## src/rtl/spdif_frame_tx.sv

```systemverilog
// spdif_frame_tx
// S/PDIF (IEC 60958) biphase-mark transmitter. It pulls one 20-bit sample per
// subframe from a standard (non-FWFT) FIFO and builds each 32-slot subframe on
// the fly: preamble, zero aux, audio LSB first, V, U, C and even parity P.
// Left and right subframes alternate. Channel status runs on a 192-frame block.
// One line cell is produced per clock, so each frame takes 128 clocks.
//
// Ports
//   clk          6.144 MHz cell clock
//   rst_n        asynchronous active-low reset
//   en           transmit enable; low holds the block idle
//   din          FIFO read data, valid the cycle after rd_en
//   empty        FIFO empty flag
//   rd_en        one-cycle FIFO read strobe (registered)
//   dout         biphase-mark line level (registered)
//   frame_start  pulse aligned with the first cell of every frame on dout
//   underrun     sticky missed-sample flag, cleared only by rst_n
module spdif_frame_tx #(
  parameter logic [31:0] CHAN_STATUS = 32'h0000_0004,
  parameter int          SAMPLE_W    = 20
) (
  input  logic                clk,
  input  logic                rst_n,
  input  logic                en,
  input  logic [SAMPLE_W-1:0] din,
  input  logic                empty,
  output logic                rd_en,
  output logic                dout,
  output logic                frame_start,
  output logic                underrun
);

  // Preamble cell patterns, first cell in the MSB, for a line level of 0
  // at the end of the previous subframe.
  localparam logic [7:0] PRE_B = 8'b1110_1000;
  localparam logic [7:0] PRE_M = 8'b1110_0010;
  localparam logic [7:0] PRE_W = 8'b1110_0100;

  // PRIME is the single cycle between enable and cell 0; it acts as the
  // fetch point for the very first left subframe.
  typedef enum logic [1:0] {
    ST_IDLE  = 2'd0,
    ST_PRIME = 2'd1,
    ST_RUN   = 2'd2
  } state_t;

  state_t              state_r;
  logic [6:0]          cell_cnt_r;
  logic [7:0]          frame_cnt_r;
  logic [SAMPLE_W-1:0] sample_r;
  logic                v_r;
  logic                fetch_ok_r;
  logic                par_r;
  logic                pol_r;
  logic                dout_r;
  logic                rd_en_r;
  logic                frame_start_r;
  logic                underrun_r;

  logic [4:0]          slot_s;
  logic                half_s;
  logic                cs_bit_s;
  logic [7:0]          pre_pat_s;
  logic [2:0]          pre_idx_s;
  logic                pre_bit_s;
  logic                pol_s;
  logic                slot_bit_s;
  logic                level_s;

  // Serial even-parity step; 'clear' restarts the accumulation at slot 4.
  function automatic logic par_step(input logic acc, input logic bit_in,
                                    input logic clear);
    logic res;
    if (clear) begin
      res = bit_in;
    end else begin
      res = acc ^ bit_in;
    end
    return res;
  endfunction

  // Decode the cell counter into the line level for the current cell.
  always_comb begin
    slot_s    = cell_cnt_r[5:1];
    half_s    = cell_cnt_r[0];
    pre_idx_s = 3'd7 - cell_cnt_r[2:0];

    if (frame_cnt_r < 8'd32) begin
      cs_bit_s = CHAN_STATUS[frame_cnt_r[4:0]];
    end else begin
      cs_bit_s = 1'b0;
    end

    if (cell_cnt_r[6]) begin
      pre_pat_s = PRE_W;
    end else if (frame_cnt_r == 8'd0) begin
      pre_pat_s = PRE_B;
    end else begin
      pre_pat_s = PRE_M;
    end
    pre_bit_s = pre_pat_s[pre_idx_s];

    // On the first preamble cell dout_r still holds the previous subframe's
    // final level; later preamble cells use the copy latched at that point.
    if (cell_cnt_r[5:0] == 6'd0) begin
      pol_s = dout_r;
    end else begin
      pol_s = pol_r;
    end

    if (slot_s < 5'd8) begin
      slot_bit_s = 1'b0;
    end else if (slot_s < 5'd28) begin
      slot_bit_s = sample_r[0];
    end else begin
      case (slot_s)
        5'd28:   slot_bit_s = v_r;
        5'd29:   slot_bit_s = 1'b0;
        5'd30:   slot_bit_s = cs_bit_s;
        5'd31:   slot_bit_s = par_r;
        default: slot_bit_s = 1'b0;
      endcase
    end

    if (slot_s < 5'd4) begin
      level_s = pre_bit_s ^ pol_s;
    end else if (!half_s) begin
      level_s = ~dout_r;
    end else begin
      level_s = dout_r ^ slot_bit_s;
    end
  end

  // Sequencer: counters, sample fetch/load, parity and registered outputs.
  always_ff @(posedge clk or negedge rst_n) begin
    if (!rst_n) begin
      state_r       <= ST_IDLE;
      cell_cnt_r    <= 7'd0;
      frame_cnt_r   <= 8'd0;
      sample_r      <= {SAMPLE_W{1'b0}};
      v_r           <= 1'b0;
      fetch_ok_r    <= 1'b0;
      par_r         <= 1'b0;
      pol_r         <= 1'b0;
      dout_r        <= 1'b0;
      rd_en_r       <= 1'b0;
      frame_start_r <= 1'b0;
      underrun_r    <= 1'b0;
    end else begin
      rd_en_r       <= 1'b0;
      frame_start_r <= 1'b0;
      if (!en) begin
        // Idle: everything back to frame 0 and any captured sample dropped.
        state_r     <= ST_IDLE;
        cell_cnt_r  <= 7'd0;
        frame_cnt_r <= 8'd0;
        sample_r    <= {SAMPLE_W{1'b0}};
        v_r         <= 1'b0;
        fetch_ok_r  <= 1'b0;
        par_r       <= 1'b0;
        pol_r       <= 1'b0;
        dout_r      <= 1'b0;
      end else begin
        case (state_r)
          ST_IDLE: begin
            state_r <= ST_PRIME;
          end
          ST_PRIME: begin
            rd_en_r    <= ~empty;
            fetch_ok_r <= ~empty;
            if (empty) begin
              underrun_r <= 1'b1;
            end else begin
              underrun_r <= underrun_r;
            end
            state_r <= ST_RUN;
          end
          ST_RUN: begin
            cell_cnt_r    <= cell_cnt_r + 7'd1;
            dout_r        <= level_s;
            frame_start_r <= (cell_cnt_r == 7'd0);

            if (cell_cnt_r == 7'd127) begin
              frame_cnt_r <= (frame_cnt_r == 8'd191) ? 8'd0 : frame_cnt_r + 8'd1;
            end else begin
              frame_cnt_r <= frame_cnt_r;
            end

            if (cell_cnt_r[5:0] == 6'd0) begin
              pol_r <= dout_r;
            end else begin
              pol_r <= pol_r;
            end

            // Last cell of a subframe is the fetch point for the next one.
            if (cell_cnt_r[5:0] == 6'd63) begin
              rd_en_r    <= ~empty;
              fetch_ok_r <= ~empty;
              if (empty) begin
                underrun_r <= 1'b1;
              end else begin
                underrun_r <= underrun_r;
              end
            end else begin
              fetch_ok_r <= fetch_ok_r;
            end

            // din is valid during cell 1 when a read was issued at cell 0.
            if (cell_cnt_r[5:0] == 6'd1) begin
              sample_r <= fetch_ok_r ? din : {SAMPLE_W{1'b0}};
              v_r      <= ~fetch_ok_r;
            end else if (half_s && (slot_s >= 5'd8) && (slot_s < 5'd28)) begin
              sample_r <= {1'b0, sample_r[SAMPLE_W-1:1]};
            end else begin
              sample_r <= sample_r;
            end

            if (half_s && (slot_s >= 5'd4) && (slot_s < 5'd31)) begin
              par_r <= par_step(par_r, slot_bit_s, slot_s == 5'd4);
            end else begin
              par_r <= par_r;
            end
          end
          default: begin
            state_r <= ST_IDLE;
          end
        endcase
      end
    end
  end

  assign rd_en       = rd_en_r;
  assign dout        = dout_r;
  assign frame_start = frame_start_r;
  assign underrun    = underrun_r;

endmodule

```

## config.mk

```make
export PLATFORM = sky130hd
export DESIGN_NAME = spdif_frame_tx
export DESIGN_NICKNAME = d
export VERILOG_FILES = /design/src/rtl/spdif_frame_tx.sv
export SDC_FILE = /design/constraint.sdc
export NUM_CORES = 1
export LEC_CHECK = 0
export ABC_AREA = 0
export BUFFER_PORTS_ARGS = -buffer_cell sky130_fd_sc_hd__buf_4
export CAP_MARGIN = 20
export CORE_ASPECT_RATIO = 1.25
export CORE_MARGIN = 2
export CORE_UTILIZATION = 53
export CTS_CLUSTER_SIZE = 16
export DETAILED_ROUTE_END_ITERATION = 16
export GPL_TIMING_DRIVEN = 0
export HOLD_SLACK_MARGIN = 0.12
export PLACE_DENSITY = 0.85
export SLEW_MARGIN = 20
export SYNTH_ARGS = -nofsm -noshare
export SYNTH_HDL_FRONTEND = slang
export SYNTH_SLANG_ARGS = --single-unit
```

## constraint.sdc

```tcl
create_clock -name clk -period 2 [get_ports clk]
set_clock_uncertainty 0.15 [all_clocks]
set_input_delay 0.4 -clock clk [delete_from_list [all_inputs] [get_ports clk]]
set_output_delay 0.4 -clock clk [all_outputs]
set_load 0.02 [all_outputs]
```

==> impl_metrics.env <==
export IMPL_status="completed"
export IMPL_utilization_pct=69.9
export IMPL_areaGrowthSynthToFinish_pct=28.7
export IMPL_async_flop_share_pct=100
export IMPL_stdcell_area_mm2=0.00326
export IMPL_syn_inst=267
export IMPL_synth_area_leaders="dfrtp_1, a22oi_1, ha_1"
export IMPL_crit_type="flop to flop"
export IMPL_min_to="sample_r[19]"
export IMPL_reg2regPathDepth=7
export IMPL_antenna_cells=0
export IMPL_drive_above_1_share_pct=29.8
export IMPL_ctsLongestPathBuffers=2
export IMPL_cap_violations=0
export IMPL_yosysWarnings=0
export IMPL_cts_tree="yes"
export IMPL_final_min_clock_period_ns=1.93
export IMPL_clk_latency_ns=0.30
export IMPL_synth_edf_count=0
export IMPL_period_share_pct=96.4
export IMPL_setup_viol_count_final=0
export IMPL_synth_largest_area_cell="dfrtp_1"
export IMPL_dp_hpwl_mm=3.84
export IMPL_grt_pass1_wl_mm=9.45
export IMPL_vias=2132
export IMPL_finalPower_mw=2.23
export IMPL_routabilityCongestion=0.940
export IMPL_drc=0
export IMPL_grt_pass1_vias=2125
export IMPL_max_freq_mhz=518
export IMPL_synth_top_area_share_pct=44.5
export IMPL_tightest_slew_ns=0.562
export IMPL_switching_power_mw=0.570
export IMPL_timing_slew_headroom_pct=62.5
export IMPL_core_area_mm2=0.00466
export IMPL_row_count=28
export IMPL_p_int_mw=1.66
export IMPL_critPathLaunchType="flop"
export IMPL_dieWidth_um=65.8
export IMPL_p_per_area_mw_per_mm2=686
export IMPL_synth_cell_type_count=47
export IMPL_fin_nets=349
export IMPL_overflow=0
export IMPL_syn_nets=302
export IMPL_final_common_cell="dfrtp_1"
export IMPL_yosysSeqAreaShare_pct=44.5
export IMPL_worstPathArrival_ns=1.97
export IMPL_synth_ff_type="dfrtp_1"
export IMPL_vias_per_cell=5.69
export IMPL_start_util_pct=54.3
export IMPL_first_pass_iters=5
export IMPL_hold_class="input port to flop"
export IMPL_cts_max_level=2
export IMPL_drtAntennaViolNets=0
export IMPL_drtIter0Drc=160
export IMPL_power_leakage_nw=1.40
export IMPL_rsz0062_at_grt="yes"
export IMPL_p_clk_share_pct=37.3
export IMPL_root_buffer="clkbuf_8"
export IMPL_die_area_mm2=0.00535
export IMPL_die_h_um=81.2
export IMPL_hold_ws_ns=0.176
export IMPL_final_cell_mix="dfrtp_1, buf_4, nor2_1, a21oi_1, a22oi_1"
export IMPL_grt_total_usage_pct=22.8
export IMPL_dpl_cell_area_mm2=0.00282
export IMPL_swShare_pct=25.5
export IMPL_r2r_end="frame_cnt_r[3]"
export IMPL_synth_area_mm2=0.00253
export IMPL_cp_required_ns=2.04
export IMPL_cts_made_buffers=5
export IMPL_wl_per_cell_um=15.6
export IMPL_crit_fanout=8
export IMPL_synth_seq_cells=45
export IMPL_grt_max_degree=46
export IMPL_power_frac_seq_pct=45.9
export IMPL_report_final_slew_viol_count=0
export IMPL_end_kind="flop"
export IMPL_antenna_found_initial=0
export IMPL_io_buffer_count=27
export IMPL_clkTransAtPathRegs_ns=0.09
export IMPL_hold_path_depth=3
export IMPL_p_comb_share_pct=16.8
export IMPL_setup_tns_ns=0
export IMPL_rrSetupSlack_ns=0.07
export IMPL_avgSynthCellArea_um2=9.48
export IMPL_hold_viol=0
export IMPL_routed_wl_mm=5.86
export IMPL_cts_sinks=45
export IMPL_peakVddDrop_mv=0.416
export IMPL_reg2reg_from="state_r[0]"
export IMPL_ios=28
export IMPL_hp_start="din[19]"
critical path, stage by stage, from the launching register on:
cell      delay (ns)
dfrtp_1         0.39
inv_2           0.09
ha_4            0.16
nand4_4         0.13
or3_4           0.43
a211oi_2        0.26
xnor2_1         0.15
nor2_1          0.06
power groups by stage:
stage          clock network [mW]  registers, mW  logic (mW)
2_1_floorplan                   0           1.03       0.195
5_1_grt                     0.883           1.03       0.414
3_5_place_dp                    0           1.04       0.316
6_report                    0.833           1.02       0.375
4_1_cts                     0.840           1.02       0.359
3_3_place_gp                    0           1.03       0.309
flip-flops by register name (all words and copies together) (netlist names):
signal,count
dout,1
frame_cnt_r,8
fetch_ok_r,1
underrun,1
frame_start,1
v_r,1
par_r,1
rd_en,1
state_r,2
cell_cnt_r,7
pol_r,1
sample_r,20
per-layer routing:
| metal | vias up | global-route usage (%) | wire, um |
|---|---|---|---|
| met5 | - | 0 | 0 |
| met4 | 0 | 7.71 | 106 |
| met3 | 12 | 4.85 | 278 |
| met2 | 60 | 40.5 | 3070 |
| met1 | 1019 | 27.2 | 2410 |
| li1 | 1041 | - | - |
metrics by stage:
step / worst slack [ns] / cells
5_1_grt: -0.0171 / 375
3_5_place_dp: -0.392 / 354
6_report: 0.0710 / 375
4_1_cts: 0.00101 / 371
3_3_place_gp: -0.374 / 354
2_1_floorplan: -0.000900 / 267
repair_timing:
item,in CTS,in global routing
setup buffers,7,5
pin swaps,6,10
setup endpoints to repair,27,24
hold buffers,2,0
gates resized for setup,19,39
hold endpoints to repair,46,0
synth_stat cells, types with 3 or more instances:
library cell and number:
o21ai_0 6, a211oi_2 3, nor2_1 32, dfrtp_1 45, a21oi_1 22, nand4_1 6
inv_1 12, and2_1 10, nand2_1 12, clkbuf_1 6, mux2i_1 9, a22oi_1 19
xnor2_1 10, nand3_1 7, buf_2 11, ha_1 11, and3_1 4, nor2b_1 7
how the worst max path moves through the flow:
stage,cells after the start,startpoint,end
4_1_cts,7,cell_cnt_r[1],sample_r[15]
3_5_place_dp,9,cell_cnt_r[1],sample_r[4]
6_report,7,state_r[0],frame_cnt_r[3]
3_3_place_gp,9,cell_cnt_r[1],sample_r[4]
5_1_grt,7,frame_cnt_r[0],dout
2_1_floorplan,7,state_r[0],frame_cnt_r[4]
cell families after synthesis:
family	synth area share, %
AO/OA/AOI/OAI	19.2
multiplexers	3.56
flip-flops	44.5
adder cells (fa/ha/maj)	5.44
XOR/XNOR	4.15
buffers and inverters	4.99
AND/OR/NAND/NOR	18.1
area by class of cell:
class,instances,area (um2)
fillers,375,1400
clock inverters,3,68.8
clock buffers,5,68.8
plain buffers,17,123
flip-flops and latches,45,1130
well taps,60,75.1
multi-input cells,192,1430
inverters,12,52.6
repair buffers,41,313
Power figures use the tool's default switching activity.
